==> src/rtl/flow_dma_pkg.sv <==
// Shared definitions for the batch mover: FSM states, record field positions
// and defaults for the marker and success values.
package flow_dma_pkg;

    typedef enum logic [2:0] {
        ST_POLL,
        ST_REC_HDR,
        ST_STREAM,
        ST_WAIT_CALC,
        ST_CLEAR
    } state_t;

    localparam int MARK_LSB    = 0;
    localparam int FLOWNUM_LSB = 16;
    localparam int LEN_LSB     = 32;

    localparam logic [7:0]  DEF_START_MARK      = 8'h55;
    localparam logic [63:0] DEF_SUCCESS_PATTERN = 64'hFFFF_FFFF_FFFF_FFFE;

    localparam int FIFO_DEPTH = 4;
    localparam int FIFO_PTR_W = 2;
    localparam int FIFO_CNT_W = 3;

endpackage

==> src/rtl/fdma_prefetch_fifo.sv <==
// Four-entry prefetch FIFO holding payload words tagged with their last flag.
// Storage is not reset; only pointers and occupancy are.
module fdma_prefetch_fifo
    import flow_dma_pkg::*;
#(
    parameter int WIDTH = 65
) (
    input  logic                  i_clk,
    input  logic                  i_rst,
    input  logic                  push,
    input  logic [WIDTH-1:0]      push_data,
    input  logic                  pop,
    output logic [WIDTH-1:0]      head,
    output logic [FIFO_CNT_W-1:0] count,
    output logic                  full,
    output logic                  empty
);

    logic [WIDTH-1:0]      mem [0:FIFO_DEPTH-1];
    logic [FIFO_PTR_W-1:0] wr_ptr;
    logic [FIFO_PTR_W-1:0] rd_ptr;

    // Data storage: written on push, never cleared
    always_ff @(posedge i_clk) begin
        if (push) begin
            mem[wr_ptr] <= push_data;
        end
    end

    // Pointer and occupancy tracking
    always_ff @(posedge i_clk) begin
        if (i_rst) begin
            wr_ptr <= '0;
            rd_ptr <= '0;
            count  <= '0;
        end else begin
            if (push) wr_ptr <= wr_ptr + 1'b1;
            if (pop)  rd_ptr <= rd_ptr + 1'b1;
            case ({push, pop})
                2'b10:   count <= count + 1'b1;
                2'b01:   count <= count - 1'b1;
                default: count <= count;
            endcase
        end
    end

    assign head  = mem[rd_ptr];
    assign full  = (count == FIFO_CNT_W'(FIFO_DEPTH));
    assign empty = (count == '0);

endmodule

==> src/rtl/flow_batch_dma.sv <==
// Batch mover: polls a BRAM mailbox, streams each record's payload to the
// entropy engine through a small prefetch FIFO, writes results back into a
// ring of result words and finally releases the mailbox.
module flow_batch_dma
    import flow_dma_pkg::*;
#(
    parameter int                    DATA_WIDTH      = 64,
    parameter int                    DATA_DEPTH      = 65536,
    parameter int                    PAYLOAD_WORDS   = 7,
    parameter int                    PKTS_PER_FLOW   = 5,
    parameter int                    RESULT_BASE     = DATA_DEPTH - 4,
    parameter int                    RESULT_WORDS    = 4,
    parameter logic [7:0]            START_MARK      = DEF_START_MARK,
    parameter logic [DATA_WIDTH-1:0] SUCCESS_PATTERN = DATA_WIDTH'(DEF_SUCCESS_PATTERN),
    localparam int                   AW              = $clog2(DATA_DEPTH)
) (
    input  logic                    i_clk,
    input  logic                    i_rst,
    input  logic [DATA_WIDTH-1:0]   i_bram_dout,
    output logic [AW-1:0]           o_bram_addr,
    output logic [DATA_WIDTH-1:0]   o_bram_din,
    output logic                    o_bram_en,
    output logic [DATA_WIDTH/8-1:0] o_bram_we,
    output logic [DATA_WIDTH-1:0]   o_data,
    output logic                    o_data_valid,
    input  logic                    i_data_ready,
    output logic                    o_data_last,
    output logic [7:0]              o_data_len,
    output logic [7:0]              o_flow_idx,
    output logic [15:0]             o_flow_num,
    input  logic                    i_result_valid,
    input  logic [DATA_WIDTH-1:0]   i_result,
    input  logic                    i_calc_complete,
    output logic                    o_busy,
    output logic                    o_error,
    output logic                    o_success
);

    localparam logic [3:0]  PW_LAST  = 4'(PAYLOAD_WORDS - 1);
    localparam logic [3:0]  PW_CNT   = 4'(PAYLOAD_WORDS);
    localparam logic [3:0]  PPF_LAST = 4'(PKTS_PER_FLOW - 1);
    localparam logic [AW:0] STRIDE   = (AW+1)'(PAYLOAD_WORDS + 1);
    localparam logic [7:0]  RES_MASK = 8'(RESULT_WORDS - 1);

    state_t                state, state_nxt;
    logic                  poll_pend, hdr_pend;
    logic [AW:0]           rec_addr, rec_end;
    logic [3:0]            rd_cnt, pkt_in_flow;
    logic                  rd_issue, rd_last;
    logic                  rd_vld_p1, rd_last_p1;
    logic [15:0]           pkt_idx, n_pkts;
    logic [7:0]            flow_idx, flow_num_q, res_idx, data_len;
    logic                  calc_q, error_q, success_q;
    logic                  bram_en, we_all, hdr_ok, fifo_room, accept, last_acc;
    logic [DATA_WIDTH:0]   fifo_head;
    logic [FIFO_CNT_W-1:0] fifo_count;
    logic                  fifo_full, fifo_empty;

    assign rec_end   = rec_addr + (AW+1)'(PAYLOAD_WORDS);
    assign hdr_ok    = (i_bram_dout[MARK_LSB +: 8] == START_MARK) &&
                       (rec_end < (AW+1)'(RESULT_BASE));
    assign fifo_room = !fifo_full &&
                       (({1'b0, fifo_count} + {3'b000, rd_vld_p1}) < 4'(FIFO_DEPTH));
    assign accept    = o_data_valid && i_data_ready;
    assign last_acc  = accept && fifo_head[DATA_WIDTH];

    // Next-state and BRAM port B request decode
    always_comb begin
        state_nxt   = state;
        bram_en     = 1'b0;
        we_all      = 1'b0;
        o_bram_addr = '0;
        o_bram_din  = '0;
        rd_issue    = 1'b0;
        rd_last     = 1'b0;
        case (state)
            ST_POLL: begin
                if (!poll_pend) begin
                    bram_en = 1'b1;
                end else if (i_bram_dout[MARK_LSB +: 8] == START_MARK) begin
                    state_nxt = ST_REC_HDR;
                end
            end
            ST_REC_HDR: begin
                if (!hdr_pend) begin
                    bram_en     = 1'b1;
                    o_bram_addr = rec_addr[AW-1:0];
                end else if (!hdr_ok) begin
                    state_nxt = ST_CLEAR;
                end else begin
                    // First payload read overlaps header decode
                    bram_en     = 1'b1;
                    o_bram_addr = rec_addr[AW-1:0] + AW'(1);
                    rd_issue    = 1'b1;
                    rd_last     = (PW_LAST == 4'd0);
                    state_nxt   = ST_STREAM;
                end
            end
            ST_STREAM: begin
                if ((rd_cnt < PW_CNT) && fifo_room) begin
                    bram_en     = 1'b1;
                    o_bram_addr = rec_addr[AW-1:0] + AW'(rd_cnt) + AW'(1);
                    rd_issue    = 1'b1;
                    rd_last     = (rd_cnt == PW_LAST);
                end
                if (last_acc) begin
                    state_nxt = (pkt_idx == n_pkts - 16'd1) ? ST_WAIT_CALC : ST_REC_HDR;
                end
            end
            ST_WAIT_CALC: begin
                if (i_result_valid) begin
                    bram_en     = 1'b1;
                    we_all      = 1'b1;
                    o_bram_addr = AW'(RESULT_BASE) + AW'(res_idx & RES_MASK);
                    o_bram_din  = i_result;
                end
                if (calc_q) begin
                    state_nxt = ST_CLEAR;
                end
            end
            ST_CLEAR: begin
                bram_en   = 1'b1;
                we_all    = 1'b1;
                state_nxt = ST_POLL;
            end
            default: state_nxt = ST_POLL;
        endcase
    end

    assign o_bram_en = bram_en && !i_rst;
    assign o_bram_we = {(DATA_WIDTH/8){we_all && !i_rst}};

    // State register, counters and sticky flags
    always_ff @(posedge i_clk) begin
        if (i_rst) begin
            state       <= ST_POLL;
            poll_pend   <= 1'b0;
            hdr_pend    <= 1'b0;
            rec_addr    <= (AW+1)'(1);
            rd_cnt      <= '0;
            rd_vld_p1   <= 1'b0;
            rd_last_p1  <= 1'b0;
            pkt_idx     <= '0;
            pkt_in_flow <= '0;
            flow_idx    <= '0;
            flow_num_q  <= '0;
            n_pkts      <= '0;
            res_idx     <= '0;
            calc_q      <= 1'b0;
            data_len    <= '0;
            error_q     <= 1'b0;
            success_q   <= 1'b0;
        end else begin
            state      <= state_nxt;
            calc_q     <= i_calc_complete;
            // Read issue -> read data valid at BRAM output
            rd_vld_p1  <= rd_issue;
            rd_last_p1 <= rd_last;
            if (i_result_valid && (i_result == SUCCESS_PATTERN)) success_q <= 1'b1;
            if (rd_issue) rd_cnt <= rd_cnt + 4'd1;
            case (state)
                ST_POLL: begin
                    poll_pend <= !poll_pend;
                    if (poll_pend && (i_bram_dout[MARK_LSB +: 8] == START_MARK)) begin
                        flow_num_q <= i_bram_dout[FLOWNUM_LSB +: 8];
                        n_pkts     <= (16'(i_bram_dout[FLOWNUM_LSB +: 8]) + 16'd1) *
                                      16'(PKTS_PER_FLOW);
                    end
                end
                ST_REC_HDR: begin
                    hdr_pend <= !hdr_pend;
                    if (hdr_pend) begin
                        if (!hdr_ok) error_q  <= 1'b1;
                        else         data_len <= i_bram_dout[LEN_LSB +: 8];
                    end
                end
                ST_STREAM: begin
                    if (last_acc) begin
                        rd_cnt   <= '0;
                        pkt_idx  <= pkt_idx + 16'd1;
                        rec_addr <= rec_addr + STRIDE;
                        if (pkt_in_flow == PPF_LAST) begin
                            pkt_in_flow <= '0;
                            flow_idx    <= flow_idx + 8'd1;
                        end else begin
                            pkt_in_flow <= pkt_in_flow + 4'd1;
                        end
                    end
                end
                ST_WAIT_CALC: begin
                    if (i_result_valid) res_idx <= res_idx + 8'd1;
                end
                ST_CLEAR: begin
                    poll_pend   <= 1'b0;
                    rec_addr    <= (AW+1)'(1);
                    rd_cnt      <= '0;
                    pkt_idx     <= '0;
                    pkt_in_flow <= '0;
                    flow_idx    <= '0;
                    res_idx     <= '0;
                end
                default: ;
            endcase
        end
    end

    fdma_prefetch_fifo #(
        .WIDTH (DATA_WIDTH + 1)
    ) u_fifo (
        .i_clk     (i_clk),
        .i_rst     (i_rst),
        .push      (rd_vld_p1),
        .push_data ({rd_last_p1, i_bram_dout}),
        .pop       (accept),
        .head      (fifo_head),
        .count     (fifo_count),
        .full      (fifo_full),
        .empty     (fifo_empty)
    );

    assign o_data_valid = !fifo_empty;
    assign o_data       = fifo_empty ? '0 : fifo_head[DATA_WIDTH-1:0];
    assign o_data_last  = !fifo_empty && fifo_head[DATA_WIDTH];
    assign o_data_len   = data_len;
    assign o_flow_idx   = flow_idx;
    assign o_flow_num   = {8'h00, flow_num_q};
    assign o_busy       = (state != ST_POLL);
    assign o_error      = error_q;
    assign o_success    = success_q;

endmodule

==> config.mk <==
export PLATFORM = sky130hd
export DESIGN_NAME = flow_batch_dma
export DESIGN_NICKNAME = d
export VERILOG_FILES = /design/src/rtl/flow_dma_pkg.sv /design/src/rtl/fdma_prefetch_fifo.sv /design/src/rtl/flow_batch_dma.sv
export SDC_FILE = /design/constraint.sdc
export NUM_CORES = 1
export LEC_CHECK = 0
export CAP_MARGIN = 25
export CORE_MARGIN = 2
export CORE_UTILIZATION = 47
export CTS_BUF_LIST = sky130_fd_sc_hd__clkbuf_8 sky130_fd_sc_hd__clkbuf_16
export DETAILED_ROUTE_END_ITERATION = 10
export HOLD_SLACK_MARGIN = 0.08
export PLACE_DENSITY = 0.85
export SLEW_MARGIN = 5
export SYNTH_ARGS = -nofsm -noshare
export SYNTH_HDL_FRONTEND = slang
export SYNTH_SLANG_ARGS = --single-unit
==> constraint.sdc <==
create_clock -name i_clk -period 2.8 [get_ports i_clk]
set_clock_uncertainty 0.1 [all_clocks]
set_input_delay 0.56 -clock i_clk [delete_from_list [all_inputs] [get_ports i_clk]]
set_output_delay 0.56 -clock i_clk [all_outputs]
set_load 0.01 [all_outputs]
==> flow_metrics.env <==
export IMPL_arrival_ns=2.85
export IMPL_hold_viol=0
export IMPL_clock_latency_ns=0.51
export IMPL_synth_compound_area_share_pct=4.75
export IMPL_pwr_share_seq_pct=52.7
export IMPL_finalPower_w=0.0107
export IMPL_ant_nets=0
export IMPL_relSlewSlack_pct=58.3
export IMPL_r2r_start="rec_addr[0]"
export IMPL_die_area_mm2=0.0358
export IMPL_min_path_type="in -> reg"
export IMPL_cts_buffer_depth=3
export IMPL_ys_seq_area_share_pct=60.3
export IMPL_finalWirelength_mm=46.9
export IMPL_swShare_pct=20.6
export IMPL_ctsRootBufferMaster="clkbuf_16"
export IMPL_crit_type="reg -> out"
export IMPL_cp_endpoint="o_bram_addr[8]"
export IMPL_synthSimpleGateAreaFrac_pct=15.0
export IMPL_gr_total_overflow=0
export IMPL_run_status="complete, but fails checks"
export IMPL_drive_gt1_share_pct=32.0
export IMPL_synth_mux_area_share_pct=10.2
export IMPL_cp_end_kind="output pin"
export IMPL_r2r_slack_ns=0.06
export IMPL_synth_top_family_by_area="simple AND/OR/NAND/NOR gates"
export IMPL_leakage_nw=8.56
export IMPL_violations="negative setup slack"
export IMPL_antenna_found_initial=0
export IMPL_rsz0062_at_grt="yes"
export IMPL_syn_inst=1220
export IMPL_combPwrFrac_pct=4.9
export IMPL_placementRows=67
export IMPL_routed_via_density=5.55
export IMPL_fmax_ghz=0.285
export IMPL_grt_pass1_vias=12500
export IMPL_worstMarginPinSlew_ns=0.626
export IMPL_die_x_um=189
export IMPL_synth_area_mm2=0.0161
export IMPL_die_y_um=189
export IMPL_syn_avg_cell_area_um2=13.2
export IMPL_finalCriticalPeriod_ns=3.51
export IMPL_synth_fa_ha_area_share_pct=2.73
export IMPL_fp_coreArea_mm2=0.0337
export IMPL_yosysWarnings=0
export IMPL_reg2regPathDepth=10
export IMPL_wire_per_inst_um=21.6
export IMPL_async_reset_ff_share_pct=0
export IMPL_num_vias=12100
export IMPL_drc_errors=0
export IMPL_clk_pin_slew_ns=0.06
export IMPL_p_sw_w=0.00221
export IMPL_synth_edf_count=260
export IMPL_p_int_w=0.00850
export IMPL_yosysTopAreaCellShare_pct=48.4
export IMPL_cts_tree="yes"
export IMPL_r2r_end="rd_cnt[0]"
export IMPL_pre_cts_slack_ns=-1.11
export IMPL_synth_distinct_cells=62
export IMPL_numCtsBuffers=37
export IMPL_syn2layout_area_growth_pct=41.3
export IMPL_critPathLaunchType="flop"
export IMPL_ys_flop_type="edfxtp_1"
export IMPL_synth_xor_area_share_pct=4.02
export IMPL_ys_ff_latch=356
export IMPL_drt_iter0_drc=928
export IMPL_timing_final_ws_setup_ns=-0.707
export IMPL_pin_count=323
export IMPL_hold_depth=2
export IMPL_slew_violations=0
export IMPL_setup_viol=25
export IMPL_dp_hpwl_mm=29.2
export IMPL_critPathRequiredTime_ns=2.14
export IMPL_track_usage_pct=25.3
export IMPL_startpoint="rec_addr[3]"
export IMPL_clkPwrFrac_pct=42.4
export IMPL_vdd_drop_max_v=0.000451
export IMPL_synth_top_area_cell="edfxtp_1"
export IMPL_fin_nets=1871
export IMPL_htreeDepth=2
export IMPL_fin_crit_sh_pct=125
export IMPL_first_pass_iters=5
export IMPL_synth_area_leaders="edfxtp_1 (48%), dfxtp_1 (12%), mux4_2 (9.1%), and2_1 (5.3%), ha_1 (2.5%)"
export IMPL_maxCapViolations=0
export IMPL_initial_core_util_pct=47.9
export IMPL_place_congestion=0.846
export IMPL_worstPathMaxFanout=5
export IMPL_port_buffer_count=314
export IMPL_grt_first_pass_wirelength_mm=69.3
export IMPL_powerDensity_mw_per_mm2=469
export IMPL_grt_max_degree=52
export IMPL_cts_sinks=356
[how the worst min path moves through the flow]
stage | start | to | slack, ns
after floorplan | rd_last_p1 | u_fifo.mem[0][64] | 0.34
after global placement | flow_num_q[5] | flow_num_q[5] | 0.35
after detailed placement | flow_num_q[7] | flow_num_q[7] | 0.35
after CTS | i_rst | o_flow_idx[1] | 0.28
after global routing | i_rst | o_flow_idx[1] | 0.27
final | i_rst | o_flow_idx[1] | 0.27
[registers in the layout, indices dropped and copies added, names as in the netlist, named ones only]
register / cells
rd_vld_p1: 1
o_error: 1
hdr_pend: 1
u_fifo.mem: 260
rd_last_p1: 1
o_flow_idx: 8
flow_num_q: 8
n_pkts: 12
calc_q: 1
state: 3
rec_addr: 15
res_idx: 2
poll_pend: 1
u_fifo.wr_ptr: 2
o_data_len: 8
u_fifo.count: 3
pkt_idx: 16
o_success: 1
u_fifo.rd_ptr: 2
rd_cnt: 4
pkt_in_flow: 4
[synth_stat cells (all sizes together) (3+ instances only)]
cell type and instances:
ha 32, o31ai 4, nand2 70, and4 5
nor4 7, o211ai 3, nor4bb 3, edfxtp 260
inv 23, xnor2 30, nand3 32, a21oi 39
mux4 65, and2 137, nor3 16, and3 18
or3 15, nand2b 4, a31oi 10, nor2 87
xor2 44, o21ai 33, a41oi 8, o21bai 3
buf 39, clkbuf 42, or4 7, or2 3
nand4 30, a21o 4, nand4b 3, mux2i 18
nor2b 5, dfxtp 96
[metal layers]
| layer | part of all wire (%) | vias to the layer above | track usage (%) | wire length [µm] |
|---|---|---|---|---|
| li1 | - | 5474 | - | - |
| met1 | 37 | 5943 | 28.9 | 17200 |
| met2 | 53 | 554 | 46.9 | 24800 |
| met3 | 6.8 | 102 | 4.84 | 3190 |
| met4 | 3.7 | 0 | 9.69 | 1740 |
| met5 | 0 | - | 0 | 0 |
[power by group through the flow]
stage	combinational (W)	sequential, W	clock [W]
2_1_floorplan	0.000144	0.00576	0
4_1_cts	0.000491	0.00564	0.00461
6_report	0.000526	0.00564	0.00454
3_5_place_dp	0.000487	0.00576	0
5_1_grt	0.000566	0.00564	0.00481
3_3_place_gp	0.000468	0.00576	0
[logic make-up after synthesis]
family	after synthesis
compound gates	121
xor+xnor	74
fa+ha+maj	34
buf+inv	104
flops	356
mux	83
other cells	1
simple gates	447
[final cells by class]
| type | instances | area (µm²) |
|---|---|---|
| sequential | 356 | 9760 |
| antenna | 1 | 2.50 |
| timing repair buffer | 518 | 4830 |
| fill | 2310 | 10900 |
| multi-input combinational | 768 | 6440 |
| tap | 448 | 561 |
| clock inverter | 24 | 164 |
| inverter | 23 | 86.3 |
| clock buffer | 38 | 951 |
[worst max-delay path, cell delays in order, from the launching register on]
cell	delay, ns
dfxtp_4	0.37
ha_4	0.18
xnor2_1	0.12
or4_4	0.56
a2111oi_4	0.25
buf_4	0.18
a31o_4	0.19
buf_6	0.12
and3_1	0.15
o21ai_1	0.06
buf_2	0.14
[stage by stage]
step	hold WS (ns)	area [µm²]	cells	util, %	TNS (ns)
6_report	0.274	22800	2176	67.7	-10.95
2_1_floorplan	0.338	16300	1227	-	-0.382
3_5_place_dp	0.350	20800	2047	61.7	-39.53
5_1_grt	0.272	22800	2175	67.7	-13.50
3_3_place_gp	0.346	20800	2047	61.7	-35.71
4_1_cts	0.283	22600	2164	67.0	-11.86
[placed cells by master (no fill, tap or decap), types with 35 or more instances in the layout]
cell type        instances
nand2_1                 66
buf_6                   59
buf_4                  137
a21oi_1                 35
dfxtp_1                 85
nor2_1                  84
clkbuf_16               39
mux4_2                  65
dlygate4sd2_1           39
buf_2                   45
and2_4                  39
edfxtp_1               260
clkbuf_2                41
and2_1                  98
clkdlybuf4s50_1        151
xor2_1                  42
[timing repair]
item,in CTS,in global routing
endpoints found under the setup margin,160,146
pin swaps,31,29
buffers inserted,47,23
hold buffers,0,0
gates cloned,8,1
gates resized for setup,516,178
No activity file was read; power rests on OpenSTA's default activity.
